$ cat config.mk
export PLATFORM = sky130hd
export DESIGN_NAME = prog_loader_flat
export DESIGN_NICKNAME = d
export VERILOG_FILES = /design/src/rtl/loader_pkg.sv /design/src/rtl/prog_loader_if.sv /design/src/rtl/sat_counter.sv /design/src/rtl/prog_loader.sv /design/src/flat_wrapper.sv
export SDC_FILE = /design/constraint.sdc
export NUM_CORES = 1
export LEC_CHECK = 0
export CAP_MARGIN = 20
export CORE_ASPECT_RATIO = 1.1
export CORE_UTILIZATION = 50
export DETAILED_ROUTE_END_ITERATION = 6
export GPL_TIMING_DRIVEN = 0
export HOLD_SLACK_MARGIN = 0.08
export PLACE_DENSITY = 0.79
export SLEW_MARGIN = 10
export SYNTH_ARGS = -nofsm -noshare
export SYNTH_HDL_FRONTEND = slang
export SYNTH_SLANG_ARGS = --single-unit
export TNS_END_PERCENT = 1
$ cat constraint.sdc
create_clock -name clk -period 3.02 [get_ports clk]
set_clock_uncertainty 0.1 [all_clocks]
set_input_delay 0.604 -clock clk [delete_from_list [all_inputs] [get_ports clk]]
set_output_delay 0.604 -clock clk [all_outputs]
set_load 0.02 [all_outputs]
$ cat src/rtl/loader_pkg.sv
// Shared definitions for the program loader.
//   ld_state_t : loader FSM states
//   BYTE_W     : width of one stream byte
//   LO_BITS    : instruction bits carried by the even (low) byte
//   HI_BITS    : instruction bits carried by the odd (high) byte
//   hi_ok()    : true when an odd byte has no stray bits above HI_BITS
package loader_pkg;

    localparam int BYTE_W  = 8;
    localparam int LO_BITS = 8;
    localparam int HI_BITS = 1;

    typedef enum logic [2:0] {
        IDLE   = 3'd0,
        GET_LO = 3'd1,
        GET_HI = 3'd2,
        WRITE  = 3'd3,
        RUN    = 3'd4,
        HALTED = 3'd5
    } ld_state_t;

    function automatic logic hi_ok(input logic [BYTE_W-1:0] b);
        return b[BYTE_W-1:HI_BITS] == '0;
    endfunction

endpackage

$ cat src/rtl/prog_loader_if.sv
// Byte-stream input and instruction-ROM write port of the loader.
//   in_valid/in_data/in_last : byte source -> loader
//   in_ready                 : loader -> byte source
//   rom_we/rom_addr/rom_wdata: loader -> instruction ROM
// modport slave is the loader side, master is the host/ROM side.
interface prog_loader_if
    import loader_pkg::*;
#(
    parameter int D = 10,
    parameter int W = 9
);
    logic              in_valid;
    logic [BYTE_W-1:0] in_data;
    logic              in_last;
    logic              in_ready;
    logic              rom_we;
    logic [D-1:0]      rom_addr;
    logic [W-1:0]      rom_wdata;

    modport master (
        output in_valid, in_data, in_last,
        input  in_ready, rom_we, rom_addr, rom_wdata
    );

    modport slave (
        input  in_valid, in_data, in_last,
        output in_ready, rom_we, rom_addr, rom_wdata
    );
endinterface

$ cat src/rtl/sat_counter.sv
// Saturating up-counter used for the execution cycle count.
//   clk, reset : clock, async active-low reset (clears q)
//   en         : count up this cycle (sticks at all-ones)
//   clr        : synchronous clear, wins over en
//   q          : count value
module sat_counter #(
    parameter int CW = 32
) (
    input  logic          clk,
    input  logic          reset,
    input  logic          en,
    input  logic          clr,
    output logic [CW-1:0] q
);
    logic [CW-1:0] cnt_q, cnt_d;

    always_comb begin
        cnt_d = cnt_q;
        if (clr)
            cnt_d = '0;
        else if (en && cnt_q != '1)
            cnt_d = cnt_q + 1'b1;
    end

    always_ff @(posedge clk or negedge reset) begin
        if (!reset) cnt_q <= '0;
        else        cnt_q <= cnt_d;
    end

    assign q = cnt_q;
endmodule

$ cat src/rtl/prog_loader.sv
// Boot loader: takes 9-bit machine codes as byte pairs (even byte = bits
// [7:0], odd byte = bit 8 in bit 0), writes them into the instruction ROM
// from address 0, then releases the core from reset and counts run cycles
// until core_done.
//   clk, reset  : clock, async active-low reset
//   start       : begin a load (only from IDLE or HALTED)
//   abort       : back to IDLE from anywhere, highest priority
//   bus         : byte stream in + ROM write port out (prog_loader_if.slave)
//   core_reset  : 1 holds the core in reset; 0 only while running
//   core_done   : core finished (looked at only while running)
//   busy        : loading or running
//   err_fmt     : sticky, malformed odd byte or in_last on an even byte
//   err_ovf     : sticky, ROM filled without seeing in_last
//   cycles      : saturating count of run cycles
module prog_loader
    import loader_pkg::*;
#(
    parameter int D  = 10,
    parameter int W  = 9,
    parameter int CW = 32
) (
    input  logic          clk,
    input  logic          reset,
    input  logic          start,
    input  logic          abort,
    prog_loader_if.slave  bus,
    output logic          core_reset,
    input  logic          core_done,
    output logic          busy,
    output logic          err_fmt,
    output logic          err_ovf,
    output logic [CW-1:0] cycles
);
    ld_state_t          state_q, state_d;
    logic [D-1:0]       addr_q, addr_d;
    logic [LO_BITS-1:0] lo_q, lo_d;
    logic [W-1:0]       wdata_q, wdata_d;
    logic               last_q, last_d;
    logic               fmt_q, fmt_d;
    logic               ovf_q, ovf_d;
    logic               cnt_clr;
    logic               xfer;

    assign bus.in_ready = (state_q == GET_LO) || (state_q == GET_HI);
    assign xfer         = bus.in_valid && bus.in_ready;

    always_comb begin
        state_d = state_q;
        addr_d  = addr_q;
        lo_d    = lo_q;
        wdata_d = wdata_q;
        last_d  = last_q;
        fmt_d   = fmt_q;
        ovf_d   = ovf_q;
        cnt_clr = 1'b0;
        if (abort) begin
            // Errors and datapath registers survive an abort on purpose.
            state_d = IDLE;
        end else begin
            case (state_q)
                IDLE, HALTED: begin
                    if (start) begin
                        state_d = GET_LO;
                        addr_d  = '0;
                        fmt_d   = 1'b0;
                        ovf_d   = 1'b0;
                        cnt_clr = 1'b1;
                    end
                end
                GET_LO: begin
                    if (xfer) begin
                        if (bus.in_last) begin
                            // A program cannot end on half a word.
                            fmt_d   = 1'b1;
                            state_d = HALTED;
                        end else begin
                            lo_d    = bus.in_data[LO_BITS-1:0];
                            state_d = GET_HI;
                        end
                    end
                end
                GET_HI: begin
                    if (xfer) begin
                        wdata_d = W'({bus.in_data[HI_BITS-1:0], lo_q});
                        last_d  = bus.in_last;
                        if (!hi_ok(bus.in_data)) fmt_d = 1'b1;
                        state_d = WRITE;
                    end
                end
                WRITE: begin
                    if (last_q) begin
                        state_d = RUN;
                    end else if (addr_q == '1) begin
                        // Full ROM and still no end marker: stop rather than wrap.
                        ovf_d   = 1'b1;
                        state_d = HALTED;
                    end else begin
                        addr_d  = addr_q + 1'b1;
                        state_d = GET_LO;
                    end
                end
                RUN: begin
                    if (core_done) state_d = HALTED;
                end
                default: state_d = IDLE;
            endcase
        end
    end

    always_ff @(posedge clk or negedge reset) begin
        if (!reset) begin
            state_q <= IDLE;
            addr_q  <= '0;
            lo_q    <= '0;
            wdata_q <= '0;
            last_q  <= 1'b0;
            fmt_q   <= 1'b0;
            ovf_q   <= 1'b0;
        end else begin
            state_q <= state_d;
            addr_q  <= addr_d;
            lo_q    <= lo_d;
            wdata_q <= wdata_d;
            last_q  <= last_d;
            fmt_q   <= fmt_d;
            ovf_q   <= ovf_d;
        end
    end

    // The cycle in which core_done arrives is still a RUN cycle and is counted.
    sat_counter #(.CW(CW)) u_cycles (
        .clk   (clk),
        .reset (reset),
        .en    (state_q == RUN),
        .clr   (cnt_clr),
        .q     (cycles)
    );

    assign bus.rom_we    = (state_q == WRITE);
    assign bus.rom_addr  = addr_q;
    assign bus.rom_wdata = wdata_q;
    assign core_reset    = (state_q != RUN);
    assign busy          = (state_q != IDLE) && (state_q != HALTED);
    assign err_fmt       = fmt_q;
    assign err_ovf       = ovf_q;
endmodule

$ cat src/flat_wrapper.sv
// flat-port wrapper written by rule: the top's interface ports become plain ports
module prog_loader_flat import loader_pkg::*;
#(
    parameter int D  = 10,
    parameter int W  = 9,
    parameter int CW = 32
)
  (clk, reset, start, abort, core_reset, core_done, busy, err_fmt, err_ovf, cycles, bus_in_valid, bus_in_data, bus_in_last, bus_in_ready, bus_rom_we, bus_rom_addr, bus_rom_wdata);
  prog_loader_if #(.D(D), .W(W)) bus_i ();
  input  logic clk;
  input  logic reset;
  input  logic start;
  input  logic abort;
  output logic core_reset;
  input  logic core_done;
  output logic busy;
  output logic err_fmt;
  output logic err_ovf;
  output logic [CW-1:0] cycles;
  input wire logic [$bits(bus_i.in_valid)-1:0] bus_in_valid;
  input wire logic [$bits(bus_i.in_data)-1:0] bus_in_data;
  input wire logic [$bits(bus_i.in_last)-1:0] bus_in_last;
  output wire logic [$bits(bus_i.in_ready)-1:0] bus_in_ready;
  output wire logic [$bits(bus_i.rom_we)-1:0] bus_rom_we;
  output wire logic [$bits(bus_i.rom_addr)-1:0] bus_rom_addr;
  output wire logic [$bits(bus_i.rom_wdata)-1:0] bus_rom_wdata;
  assign bus_i.in_valid = bus_in_valid;
  assign bus_i.in_data = bus_in_data;
  assign bus_i.in_last = bus_in_last;
  assign bus_in_ready = bus_i.in_ready;
  assign bus_rom_we = bus_i.rom_we;
  assign bus_rom_addr = bus_i.rom_addr;
  assign bus_rom_wdata = bus_i.rom_wdata;
  prog_loader #(.D(D), .W(W), .CW(CW)) u_core (.clk(clk), .reset(reset), .start(start), .abort(abort), .bus(bus_i), .core_reset(core_reset), .core_done(core_done), .busy(busy), .err_fmt(err_fmt), .err_ovf(err_ovf), .cycles(cycles));
endmodule
==> flow_summary.ini <==
[critical_path]
worstReg2RegEnd = u_core.u_cycles.q[26]
r2r-start = u_core.state_q[0]
critPathMaxFanout = 8
timing.setup.critical_path_class = reg2reg
number_of_cells_traversed_by_the_worst_register_to_register_path = 6
worstPathRequired_ns = 3.21
worstSetupStartpointType = flip-flop
worst_ep_arrival_time_ns = 3.11
timing.reg2reg.setup_slack_ns = 0.09
crit_path_end_kind = flip-flop

[placement]
dp_hpwl_um = 6000
finalWeightedCongestion = 0.865
port_buffers = 71

[floorplanning]
io-pin-count = 72
die_w_um = 81.9
total_number_of_placement_rows = 31
die_h_um = 89.9
floorplan.initialDensity_pct = 52.6
die_area_um2 = 7360
design.core.area_um2 = 6670

[sta]
worstMarginPinSlew_ns = 0.811
rsz0062_at_grt = false
min_period_ns = 2.93
fmax_mhz = 341
finalHoldWorstSlack_ns = 0.257
slew_margin_rel_pct = 45.9
final_cycle_utilization_of_the_critical_path_pct = 97.0
hold_viol_final = 0
fin_tns_setup_ns = 0
maxSlewViolCount = 0
setup_viol = 0

[flow_run]
timing.max_cap.violations = 0

[clocking]
insertion_delay_ns = 0.35
clock_tree_from_tritoncts = done
clkSinkCount = 65
numCtsBuffers = 9
ctsRootBufferMaster = sky130_fd_sc_hd__clkbuf_8
cts_hold_buf = 0
cts_resized = 0
post_cts_buffers = 0
cts.reportedPaths.clkPinSlew_ns = 0.09
cts.htree.levels = 3
max-clock-path-buffers = 2

[power_and_ir_drop]
internal_power_mw = 1.49
power.leakage_nw = 1.81
power_density_nw_per_um2 = 481
finalPower_mw = 2.18
share_clk_of_total_power_pct = 32.6
vdd.ir_drop.worst_mv = 0.335
netSwitchingFraction_pct = 31.4
power_dissipated_by_switching_net_loads_uw = 685
seq_power_share_pct = 47.3
relative_contribution_of_combinational_cells_to_total_power_pct = 20.1

[grt]
grt_overflow = 0
grt_pass1_wl_um = 13900
grt_max_degree = 66
grt_pass1_vias = 2984
grt_usage_pct = 24.3
antenna_found_initial = 0

[worst_hold_path]
min-delay-path-class = in2async

[routing]
detail_route.wl_per_cell_um = 15.8
vias = 3242
postRouteWirelength_um = 8350
drc = 0
avgViaCountPerCell = 6.12
drtIter0Drc = 187
number_of_detailed_routing_iterations_run_before_antenna_repair = 5
routed_antenna_nets = 0

[synth]
post-synth-top-area-cell = sky130_fd_sc_hd__dfrtp_1
ys_warn_count = 0
synth_top_area_share_pct = 46.4
synth_sequential_area_ratio_pct = 46.4
synth_cell_types = 50
synth_seq_cells = 65
avgSynthCellArea_um2 = 9.77
synth_area_um2 = 3510
synth_cells = 359
synth_edf_count = 0
synth_nets = 376
async_flop_share_pct = 100
dominantRegCellSynth = sky130_fd_sc_hd__dfrtp_1
synth.top_cells.by_area = sky130_fd_sc_hd__dfrtp_1 46%, sky130_fd_sc_hd__mux2_2 6.4%, sky130_fd_sc_hd__nand2_1 3.5%, sky130_fd_sc_hd__or4_1 3.2%, sky130_fd_sc_hd__a21oi_1 3.1%

[final_layout]
utilization_pct = 67.9
post_route_cells_drive_above_1_share_pct = 12.7
num-nets-final = 460
layout.area.seq_um2 = 1630
antenna_fix_cells = 0
area_occupied_by_multi_input_gates_um2 = 1790
area_growth_syn_to_layout_pct = 29.2
n_fill_cell = 524

[status]
status = complete, no violations
-- cell families after synthesis --
group	Yosys count	share of synthesized area [%]
and+or+nand+nor	156	24.9
AOI/OAI and AO/OA	75	14.0
DFF	65	46.4
muxes	31	9.56
buffers and inverters	24	3.00
xor gates and xnor gates	6	1.50
adders and majority gates	2	0.713
-- state kept, by name, indices dropped and copies added (netlist names) --
register              flops
u_core.err_fmt            1
u_core.lo_q               8
u_core.state_q            3
u_core.err_ovf            1
u_core.u_cycles.q        32
u_core.bus.rom_addr      10
u_core.last_q             1
u_core.bus.rom_wdata      9
-- critical path, cell delays in order (launching register included) --
cell and delay [ns]:
sky130_fd_sc_hd__dfrtp_1 0.46, sky130_fd_sc_hd__or3b_1 0.43, sky130_fd_sc_hd__buf_6 0.15, sky130_fd_sc_hd__or4_4 0.57
sky130_fd_sc_hd__or4b_4 0.57, sky130_fd_sc_hd__or4_1 0.50, sky130_fd_sc_hd__nand2_1 0.09
-- routing by layer --
metal | part of all wire, % | global-route usage, % | wire, µm | up-vias
met5 | 0 | 0 | 0 | -
met1 | 43 | 31.7 | 3550 | 1582
met2 | 50 | 38.8 | 4200 | 114
met4 | 1.7 | 8.63 | 146 | 0
li1 | - | - | - | 1529
met3 | 5.5 | 5.79 | 459 | 17
-- worst max path at each step --
stage	cells after the start	startpoint	slack, ns	end
floorplan	7	u_core.state_q[1]	0.24	u_core.u_cycles.q[26]
global placement	1	reset	-0.87	u_core.bus.rom_addr[1]
detailed placement	6	start	-0.12	u_core.u_cycles.q[13]
CTS	7	u_core.state_q[1]	0.1	u_core.u_cycles.q[26]
global route	7	u_core.state_q[1]	0.02	u_core.u_cycles.q[26]
finish	6	u_core.state_q[0]	0.09	u_core.u_cycles.q[26]
-- power groups by stage --
stage	logic (mW)	registers, mW	clock network, mW
detailed placement	0.440	1.05	0
global route	0.476	1.04	0.760
finish	0.438	1.03	0.710
CTS	0.442	1.03	0.724
global placement	0.427	1.04	0
floorplan	0.197	1.08	0
-- cell usage in the layout (no fill, tap or decap), types with 6 or more instances in the layout --
master	Yosys	final
sky130_fd_sc_hd__a21oi_1	22	22
sky130_fd_sc_hd__clkbuf_1	13	13
sky130_fd_sc_hd__clkbuf_8	0	9
sky130_fd_sc_hd__clkdlybuf4s50_1	0	70
sky130_fd_sc_hd__dfrtp_1	65	65
sky130_fd_sc_hd__inv_1	7	7
sky130_fd_sc_hd__mux2_2	20	20
sky130_fd_sc_hd__mux2i_1	11	11
sky130_fd_sc_hd__nand2_1	33	33
sky130_fd_sc_hd__nand3_1	16	16
sky130_fd_sc_hd__nand4_1	14	14
sky130_fd_sc_hd__nor2_1	24	24
sky130_fd_sc_hd__nor4_1	8	6
sky130_fd_sc_hd__o21ai_0	11	11
sky130_fd_sc_hd__o31ai_1	14	14
sky130_fd_sc_hd__or2_2	6	6
sky130_fd_sc_hd__or3_1	8	8
sky130_fd_sc_hd__or4_1	15	15
-- area by class of cell --
class | instances | share of cell area, %
clock buffers | 9 | 2.73
repair buffers | 73 | 16.0
inverters | 7 | 0.580
clock inverters | 7 | 1.35
multi-input cells | 270 | 39.5
flip-flops and latches | 65 | 35.9
plain buffers | 17 | 1.74
well taps | 82 | 2.26
-- per-stage QoR --
step / worst slack, ns / cell area, µm² / cells
after floorplan: 0.245 / 3510 / 359
after global placement: -0.867 / 4320 / 512
after detailed placement: -0.120 / 4340 / 514
after CTS: 0.0984 / 4530 / 530
after global routing: 0.0170 / 4530 / 530
final: 0.0916 / 4530 / 530
-- synthesized netlist by cell type (3+ instances only) --
cell type / instances
sky130_fd_sc_hd__or2_2: 6
sky130_fd_sc_hd__and3_1: 5
sky130_fd_sc_hd__o31ai_1: 14
sky130_fd_sc_hd__a21oi_1: 22
sky130_fd_sc_hd__or3_1: 8
sky130_fd_sc_hd__dfrtp_1: 65
sky130_fd_sc_hd__nand2_1: 33
sky130_fd_sc_hd__inv_1: 7
sky130_fd_sc_hd__nand2b_1: 4
sky130_fd_sc_hd__o211ai_1: 4
sky130_fd_sc_hd__clkbuf_1: 13
sky130_fd_sc_hd__nand3_1: 16
sky130_fd_sc_hd__xnor2_1: 4
sky130_fd_sc_hd__nor3_1: 5
sky130_fd_sc_hd__nor2_1: 24
sky130_fd_sc_hd__nand4_1: 14
sky130_fd_sc_hd__a31oi_1: 5
sky130_fd_sc_hd__nor4_1: 8
sky130_fd_sc_hd__or4_1: 15
sky130_fd_sc_hd__o21ai_0: 11
sky130_fd_sc_hd__mux2_2: 20
sky130_fd_sc_hd__and4_1: 4
sky130_fd_sc_hd__mux2i_1: 11
sky130_fd_sc_hd__a211oi_1: 3
Note: power is estimated with default switching activity, not from simulation.
